<file path="config.mk">
export PLATFORM = sky130hd
export DESIGN_NAME = pixel_stream_source
export DESIGN_NICKNAME = d
export VERILOG_FILES = /design/src/rtl/pixel_stream_pkg.sv /design/src/rtl/stream_tag_delay.sv /design/src/rtl/pixel_stream_source.sv
export SDC_FILE = /design/constraint.sdc
export NUM_CORES = 1
export LEC_CHECK = 0
export BUFFER_PORTS_ARGS = -buffer_cell sky130_fd_sc_hd__buf_2
export CORE_ASPECT_RATIO = 0.9
export CORE_UTILIZATION = 34
export DETAILED_ROUTE_END_ITERATION = 8
export RECOVER_POWER = 100
export SETUP_SLACK_MARGIN = 0.1
export SLEW_MARGIN = 10
export SYNTH_ARGS = -nofsm -noshare
export SYNTH_HDL_FRONTEND = slang
export SYNTH_SLANG_ARGS = --single-unit
</file>
<file path="constraint.sdc">
create_clock -name Clk -period 6.8 [get_ports Clk]
set_input_delay 0.34 -clock Clk [delete_from_list [all_inputs] [get_ports Clk]]
set_output_delay 0.34 -clock Clk [all_outputs]
set_load 0.1 [all_outputs]
</file>
<file path="src/rtl/pixel_stream_pkg.sv">
// Shared types for the pixel stream source: FSM states, read-to-pixel latency
// and the per-read strobe tag that travels alongside each RAM access.
package pixel_stream_pkg;

    typedef enum logic [1:0] {
        IDLE   = 2'd0,
        ACTIVE = 2'd1,
        HBLANK = 2'd2
    } state_t;

    // Issue cycle -> RdData cycle -> PixelOut register
    localparam int PIPE_LAT = 2;

    typedef struct packed {
        logic valid;
        logic first;
        logic line;
        logic last;
    } tag_t;

endpackage

</file>
<file path="src/rtl/stream_tag_delay.sv">
// Register pipe that carries the strobe tag of each read until its pixel
// reaches the output register.
module stream_tag_delay
    import pixel_stream_pkg::*;
#(
    parameter int STAGES = PIPE_LAT
) (
    input  logic Clk,
    input  logic Reset,
    input  tag_t tag_in,
    output logic mid_valid,
    output tag_t tag_out
);

    tag_t stage [1:STAGES];

    always_ff @(posedge Clk) begin
        if (Reset) begin
            for (int i = 1; i <= STAGES; i++) stage[i] <= '0;
        end else begin
            stage[1] <= tag_in;
            for (int i = 2; i <= STAGES; i++) stage[i] <= stage[i-1];
        end
    end

    // Stage before the last lines up with RdData returning from the RAM
    assign mid_valid = stage[STAGES-1].valid;
    assign tag_out   = stage[STAGES];

endmodule

</file>
<file path="src/rtl/pixel_stream_source.sv">
// Frame-memory reader: walks a Width x Height frame row-major from address 0
// and emits one pixel per cycle with Frame/Line/Done strobes aligned to it.
module pixel_stream_source
    import pixel_stream_pkg::*;
#(
    parameter int ADDR_W = 16
) (
    input  logic              Clk,
    input  logic              Reset,
    input  logic              Start,
    input  logic [7:0]        Width,
    input  logic [7:0]        Height,
    input  logic [7:0]        HBlank,
    output logic              RdEn,
    output logic [ADDR_W-1:0] RdAddr,
    input  logic [7:0]        RdData,
    output logic [7:0]        PixelOut,
    output logic              FrameOut,
    output logic              LineOut,
    output logic              Busy,
    output logic              Done
);

    state_t            state, state_n;
    logic [7:0]        col, col_n;
    logic [7:0]        row, row_n;
    logic [7:0]        blank_cnt, blank_n;
    logic [ADDR_W-1:0] addr, addr_n;
    logic [7:0]        width_q, width_n;
    logic [7:0]        height_q, height_n;
    logic [7:0]        hblank_q, hblank_n;
    logic              busy_n;
    logic              start_ok;
    logic              last_col, last_row;

    tag_t tag_issue, tag_out;
    logic mid_valid;

    assign start_ok = Start && !Busy && (Width != 8'd0) && (Height != 8'd0);
    assign last_col = (col == width_q - 8'd1);
    assign last_row = (row == height_q - 8'd1);

    always_ff @(posedge Clk) begin
        if (Reset) begin
            state     <= IDLE;
            col       <= '0;
            row       <= '0;
            blank_cnt <= '0;
            addr      <= '0;
            width_q   <= '0;
            height_q  <= '0;
            hblank_q  <= '0;
            RdEn      <= 1'b0;
            Busy      <= 1'b0;
            PixelOut  <= '0;
        end else begin
            state     <= state_n;
            col       <= col_n;
            row       <= row_n;
            blank_cnt <= blank_n;
            addr      <= addr_n;
            width_q   <= width_n;
            height_q  <= height_n;
            hblank_q  <= hblank_n;
            RdEn      <= (state_n == ACTIVE);
            Busy      <= busy_n;
            PixelOut  <= mid_valid ? RdData : 8'd0;
        end
    end

    always_comb begin
        state_n  = state;
        col_n    = col;
        row_n    = row;
        blank_n  = blank_cnt;
        addr_n   = addr;
        width_n  = width_q;
        height_n = height_q;
        hblank_n = hblank_q;
        case (state)
            IDLE: begin
                if (start_ok) begin
                    width_n  = Width;
                    height_n = Height;
                    hblank_n = HBlank;
                    col_n    = '0;
                    row_n    = '0;
                    addr_n   = '0;
                    state_n  = ACTIVE;
                end
            end
            ACTIVE: begin
                addr_n = addr + ADDR_W'(1);
                if (last_col) begin
                    col_n = '0;
                    if (last_row) begin
                        row_n   = '0;
                        addr_n  = '0;
                        state_n = IDLE;
                    end else begin
                        row_n = row + 8'd1;
                        if (hblank_q != 8'd0) begin
                            blank_n = hblank_q - 8'd1;
                            state_n = HBLANK;
                        end
                    end
                end else begin
                    col_n = col + 8'd1;
                end
            end
            HBLANK: begin
                if (blank_cnt == 8'd0) state_n = ACTIVE;
                else                   blank_n = blank_cnt - 8'd1;
            end
            default: state_n = IDLE;
        endcase
    end

    // Busy spans from the accept until the Done pixel leaves the pipe
    always_comb begin
        busy_n = Busy;
        if (state == IDLE && start_ok)         busy_n = 1'b1;
        else if (tag_out.valid && tag_out.last) busy_n = 1'b0;
    end

    always_comb begin
        tag_issue       = '0;
        tag_issue.valid = (state == ACTIVE);
        tag_issue.first = (state == ACTIVE) && (row == 8'd0) && (col == 8'd0);
        tag_issue.line  = (state == ACTIVE) && (col == 8'd0);
        tag_issue.last  = (state == ACTIVE) && last_row && last_col;
    end

    stream_tag_delay #(.STAGES(PIPE_LAT)) u_tag_delay (
        .Clk      (Clk),
        .Reset    (Reset),
        .tag_in   (tag_issue),
        .mid_valid(mid_valid),
        .tag_out  (tag_out)
    );

    assign RdAddr   = addr;
    assign FrameOut = tag_out.first;
    assign LineOut  = tag_out.line;
    assign Done     = tag_out.last;

endmodule

</file>
==> results of run 1 <==
power by group:
group	leakage, nW	total, W	internal (W)	switching, W
combinational	1.06	0.000231	0.0000829	0.000148
sequential	0.682	0.000539	0.000513	0.0000255
clock	0.142	0.000499	0.000295	0.000204
total	1.88	0.00127	0.000892	0.000378
area by class of cell:
type / count / area, um^2 / area share (%)
Timing Repair Buffer: 65 / 290 / 5.84
Sequential cell: 84 / 1680 / 33.9
Clock buffer: 11 / 243 / 4.89
Inverter: 11 / 41.3 / 0.831
Tap cell: 160 / 200 / 4.03
Multi-Input combinational cell: 400 / 2450 / 49.4
Clock inverter: 5 / 58.8 / 1.18
cells in the mapped netlist (11+ instances only):
library cell	number
dfxtp_1	84
nor2_1	77
nand2_1	51
mux2i_1	30
a21oi_1	28
xor2_1	20
clkbuf_1	19
nor3_1	18
o21ai_0	15
nand3_1	12
nand4_1	12
nor2b_1	12
a31oi_1	11
and2_1	11
inv_1	11
nor4_1	11
xnor2_1	11
worst register-to-register path: stages, from the launching register on:
cell	delay [ns]
dfxtp_1	0.44
inv_1	0.07
ha_1	0.31
xor2_1	0.18
nor2_1	0.10
a21oi_1	0.06
a2111o_1	0.40
nor4b_1	1.08
nor2_1	0.54
a31oi_1	0.31
a21oi_1	0.08
per-stage QoR:
| step | hold WS, ns | area (um^2) |
|---|---|---|
| 2_1_floorplan | 0.414 | 4310 |
| 3_3_place_gp | 0.432 | 4740 |
| 3_5_place_dp | 0.432 | 4740 |
| 4_1_cts | 0.177 | 5040 |
| 5_1_grt | 0.195 | 4970 |
| 6_report | 0.193 | 4970 |
cells by family (layout without fill, tap and decap cells):
kind of cell / count (synthesis) / after routing / share of synthesized area (%)
mux: 32 / 32 / 7.48
simple gates: 249 / 249 / 29.5
flops: 84 / 84 / 39.0
fa+ha+maj: 8 / 8 / 2.32
xor+xnor: 31 / 31 / 6.30
compound gates: 80 / 80 / 12.1
buf+inv: 36 / 92 / 3.34
layer usage:
layer  routed length, um  GRT usage [%]  vias up
li1                    -              -     1920
met1                4940           20.6     1788
met2                4570           27.0       78
met3                 445           4.60       15
met4                 163           6.79        0
met5                   0              0        -
worst paths after layout:
check / depth (start not counted) / to / start / slack (ns)
worst min register to register: 1 / u_tag_delay.stage[2][1] / u_tag_delay.stage[1][1] / 0.45
worst max-delay path: 10 / RdAddr[5] / height_q[0] / 2.99
worst min-delay path: 2 / PixelOut[4] / RdData[4] / 0.19
worst max register to register: 10 / RdAddr[5] / height_q[0] / 2.99
cells in the final DEF, fill, tap and decap left out, types with 2 or more instances in the layout:
cell,n
a2111o_1,2
a21bo_2,3
a21oi_1,28
a22oi_1,3
a31oi_1,12
and2_0,8
and2_1,3
and3_1,6
buf_2,34
clkbuf_1,31
clkbuf_16,9
clkinvlp_4,2
dfxtp_1,84
ha_1,8
inv_1,11
mux2_2,2
mux2i_1,30
nand2_1,51
nand2b_1,5
nand3_1,12
nand3b_1,3
nand4_1,12
nand4b_1,3
nor2_1,76
nor2_2,2
nor2b_1,12
nor3_1,18
nor4_1,11
nor4b_1,3
o211ai_1,4
o21ai_0,15
o21bai_1,2
o22ai_1,2
or2_2,8
or3_1,7
xnor2_1,11
xor2_1,20
==> out/results.ini, run 1 <==
[status]
status = finished, violations left
violations = max-capacitance violations, max-slew violations

[worst_setup_path]
crit_path_start_kind = register
cp.arrival_ns = 3.91
crit_required_ns = 6.90
endpoint_kind = register
crit_family = simple AND/OR/NAND/NOR gates
worst-path-max-fanout = 17
crit_type = register to register
crit_slowest_cell = nor4b_1
worstPathCellList = inv_1 > ha_1 > xor2_1 > nor2_1 > a21oi_1 > a2111o_1 > nor4b_1 > nor2_1 > a31oi_1 > a21oi_1
cp_num_buf_inv = 1
slowest_delay_ns = 1.08

[sta]
rsz0062_at_grt = no
min_period_ns = 3.81
max_freq_mhz = 262
setup_ws_ns = 2.99
maxSlewViolCount = 78
setup_tns_ns = 0
skew_ns = 0.0114
slew_headroom_pct = -92.1
fin_crit_sh_pct = 56.1
setup_viol = 0
tightest_slew_ns = 2.88
hold_viol = 0

[floorplanning]
io_pins = 64
std_cell_rows = 38
core-area_um2 = 12200
start_util_pct = 35.3
chipWidth_um = 121
die_h_um = 109
die_area_um2 = 13100

[synth]
syn_area_um2 = 4310
synth_area_leader_cell = dfxtp_1
yosys.cell_types.count = 56
syn_avg_cell_area_um2 = 8.29
synth_area_leaders = dfxtp_1 39%, mux2i_1 7.0%, nor2_1 6.7%
async_flop_share_pct = 0
netlist_instances = 520
synth_warnings = 0
synth-main-ff-cell = dfxtp_1
synth-edff-count = 0
yosysSeqAreaShare_pct = 39.0
synth_top_area_share_pct = 39.0
syn-num-nets = 563
yosys_register_bits = 84

[clock_network]
path_clk_slew_ns = 0.06
clock_sinks = 84
ctsHoldBuffers = 0
cts_buffers = 9
clk_path_buf_depth = 2
cts_tree = built
ctsRootBufferMaster = clkbuf_16
insertion_delay_ns = 0.35
cts_resized = 0
cts_setup_buffers = 0
cts_max_level = 3

[drt]
drtIter0Drc = 163
route.detailed.drc = 0
drt_pass1_iterations = 4
vias_per_cell = 5.16
drtAntennaViolNets = 0
wire_per_inst_um = 13.7
num_vias = 3801
drt_wl_total_um = 10100

[final_layout]
final_nets = 614
num_antenna_cells = 0
largest_reg_flops = 16
areaGrowthSynthToFinish_pct = 15.2
finalCoreUtilization_pct = 40.7
n_fill_cell = 1246
fin_cells = 736
drive_gt1_share_pct = 12.0

[place]
dp_cells = 720
gp_congestion = 0.858
dp_slack_ns = 3.69
dp_hpwl_um = 7260
numPortBuffers = 63

[global_route]
grt_overflow = 0
grt_pass1_vias = 3691
antenna_found_initial = 0
grt_usage_pct = 16.6
grt_pass1_wl_um = 17100
grt_max_degree = 64

[power_and_ir_drop]
total_power_w = 0.00127
p_per_area_nw_per_um2 = 256
p_leak_nw = 1.88
vdd_drop_max_uv = 123

[worst_hold_path]
worstHoldPathType = input pin to register

[job]
cap_violations = 2

No activity file was read; power rests on OpenSTA's default activity.
==> run 2, diff against run 1 <==
==> constraint.sdc (replaced) <==
create_clock -name Clk -period 3.91 [get_ports Clk]
set_input_delay 0.1955 -clock Clk [delete_from_list [all_inputs] [get_ports Clk]]
set_output_delay 0.1955 -clock Clk [all_outputs]
set_load 0.1 [all_outputs]
==> out/results.ini, run 2 (same netlist as run 1, synthesis figures left out) <==
[clock_network]
path_clk_slew_ns = 0.06  ; about the same
cts_buffers = 9  ; unchanged
cts_setup_buffers = 0  ; unchanged
cts_resized = 0  ; unchanged
ctsRootBufferMaster = clkbuf_16
ctsHoldBuffers = 0  ; unchanged
cts_tree = built
clock_sinks = 84  ; unchanged
insertion_delay_ns = 0.34  ; about the same
clk_path_buf_depth = 2  ; unchanged
cts_max_level = 3  ; unchanged

[power_and_ir_drop]
p_per_area_nw_per_um2 = 447  ; +75%
vdd_drop_max_uv = 203  ; +66%
p_leak_nw = 1.91  ; +1.4%

[final_layout]
finalCoreUtilization_pct = 40.9  ; +0.23 points
drive_gt1_share_pct = 11.8  ; -0.19 points
num_antenna_cells = 0  ; unchanged
areaGrowthSynthToFinish_pct = 15.8
fin_cells = 737  ; +0.14%
final_nets = 616  ; +0.33%
final_common_cell = dfxtp_1
largest_reg_flops = 16  ; unchanged
mostFrequentLayoutCells = 84 x dfxtp_1, 77 x nor2_1, 51 x nand2_1

[worst_setup_path]
r2r_start = width_q[0]
worstPathCellList = or3_4 > or4_4 > nand3_2 > nor2_2 > o41ai_1 > nand2_1 > or3_1 > a21oi_1
crit_slowest_cell = o41ai_1
crit_path_start_kind = register
crit_family = simple AND/OR/NAND/NOR gates
worst-path-max-fanout = 9  ; -8
cp.arrival_ns = 3.61  ; -0.30 ns
crit_required_ns = 4.15  ; -2.75 ns
slowest_delay_ns = 1.08  ; about the same
crit_start = width_q[0]
crit_type = register to register
cp_num_buf_inv = 0  ; -1
endpoint_kind = register

[sta]
max_freq_mhz = 297  ; +13%
setup_viol = 0  ; unchanged
slew_headroom_pct = -20.7  ; +71 points
hold_slack_ns = 0.0532  ; -0.140 ns
rsz0062_at_grt = no
min_period_ns = 3.37  ; -0.445 ns
skew_ns = 0.00482  ; -0.00654 ns
setup_ws_ns = 0.542  ; -2.44 ns
hold_viol = 0  ; unchanged
tightest_slew_ns = 1.81  ; -1.07 ns
setup_tns_ns = 0  ; unchanged
maxSlewViolCount = 41  ; -47%
fin_crit_sh_pct = 86.1  ; +30 points

[place]
dp_hpwl_um = 7230  ; -0.49%
numPortBuffers = 63  ; unchanged
dp_slack_ns = 0.907  ; -2.78 ns
dp_cells = 722  ; +0.28%
gp_congestion = 0.850  ; -0.93%

[global_route]
antenna_found_initial = 0  ; unchanged
grt_usage_pct = 16.2  ; -0.36 points
grt_pass1_wl_um = 16800  ; -1.5%
grt_overflow = 0  ; unchanged
grt_pass1_vias = 3590  ; -2.7%
grt_max_degree = 41  ; -36%

[floorplanning]
die_h_um = 109  ; unchanged
std_cell_rows = 38  ; unchanged
chipWidth_um = 121  ; unchanged
start_util_pct = 35.3  ; unchanged
io_pins = 64  ; unchanged
die_area_um2 = 13100  ; unchanged
core-area_um2 = 12200  ; unchanged

[drt]
drt_pass1_iterations = 5  ; +1
wire_per_inst_um = 13.5  ; -1.4%
drtIter0Drc = 185  ; +13%
drt_wl_total_um = 9990  ; -1.3%
vias_per_cell = 5.16  ; -0.11%
route.detailed.drc = 0  ; unchanged
drtAntennaViolNets = 0  ; unchanged
num_vias = 3802  ; +0.026%

[worst_hold_path]
worstHoldPathType = input pin to register
hold_start = RdData[6]

[status]
violations = max-capacitance violations, max-slew violations
status = finished, violations left

[job]
cap_violations = 1  ; -1

## run 2: worst paths after layout
check | to | slack [ns] | cells after the start
hold / removal | PixelOut[6] | 0.05 | 2
setup reg to reg | row[3] | 0.54 | 8
setup / recovery | row[3] | 0.54 | 8
hold reg to reg | u_tag_delay.stage[2][2] | 0.44 | 1
## run 2: metrics by stage
step                      area (um^2)  total power, W
final                            4990         0.00223
after floorplan                  4310         0.00128
after global routing             4990         0.00234
after global placement           4760         0.00136
after CTS                        5060         0.00227
after detailed placement         4760         0.00137
## run 2: final cells by class
class / instances / area, um^2
tap: 160 / 200
fill: 1233 / 7220
timing repair buffer: 67 / 300
clock inverter: 5 / 77.6
sequential: 84 / 1680
clock buffer: 10 / 229
multi-input combinational: 400 / 2460
inverter: 11 / 41.3
## run 2: power by group
group	leakage, nW	internal [W]	switching [W]
clock	0.148	0.000553	0.000336
combinational	1.08	0.000145	0.000260
sequential	0.682	0.000893	0.0000435
total	1.91	0.00159	0.000639
## run 2: routing by layer
layer	vias up	GRT usage, %	share of wire, %
met4	0	4.50	0.84
met5	-	0	0
met2	75	27.6	46
met3	8	4.18	4.4
met1	1792	20.3	49
li1	1927	-	-
## run 2: worst register-to-register path, stage by stage (launching register included)
cell and delay, ns:
dfxtp_1 0.35, or3_4 0.41, or4_4 0.52, nand3_2 0.09
nor2_2 0.06, o41ai_1 1.08, nand2_1 0.24, or3_1 0.36
a21oi_1 0.16
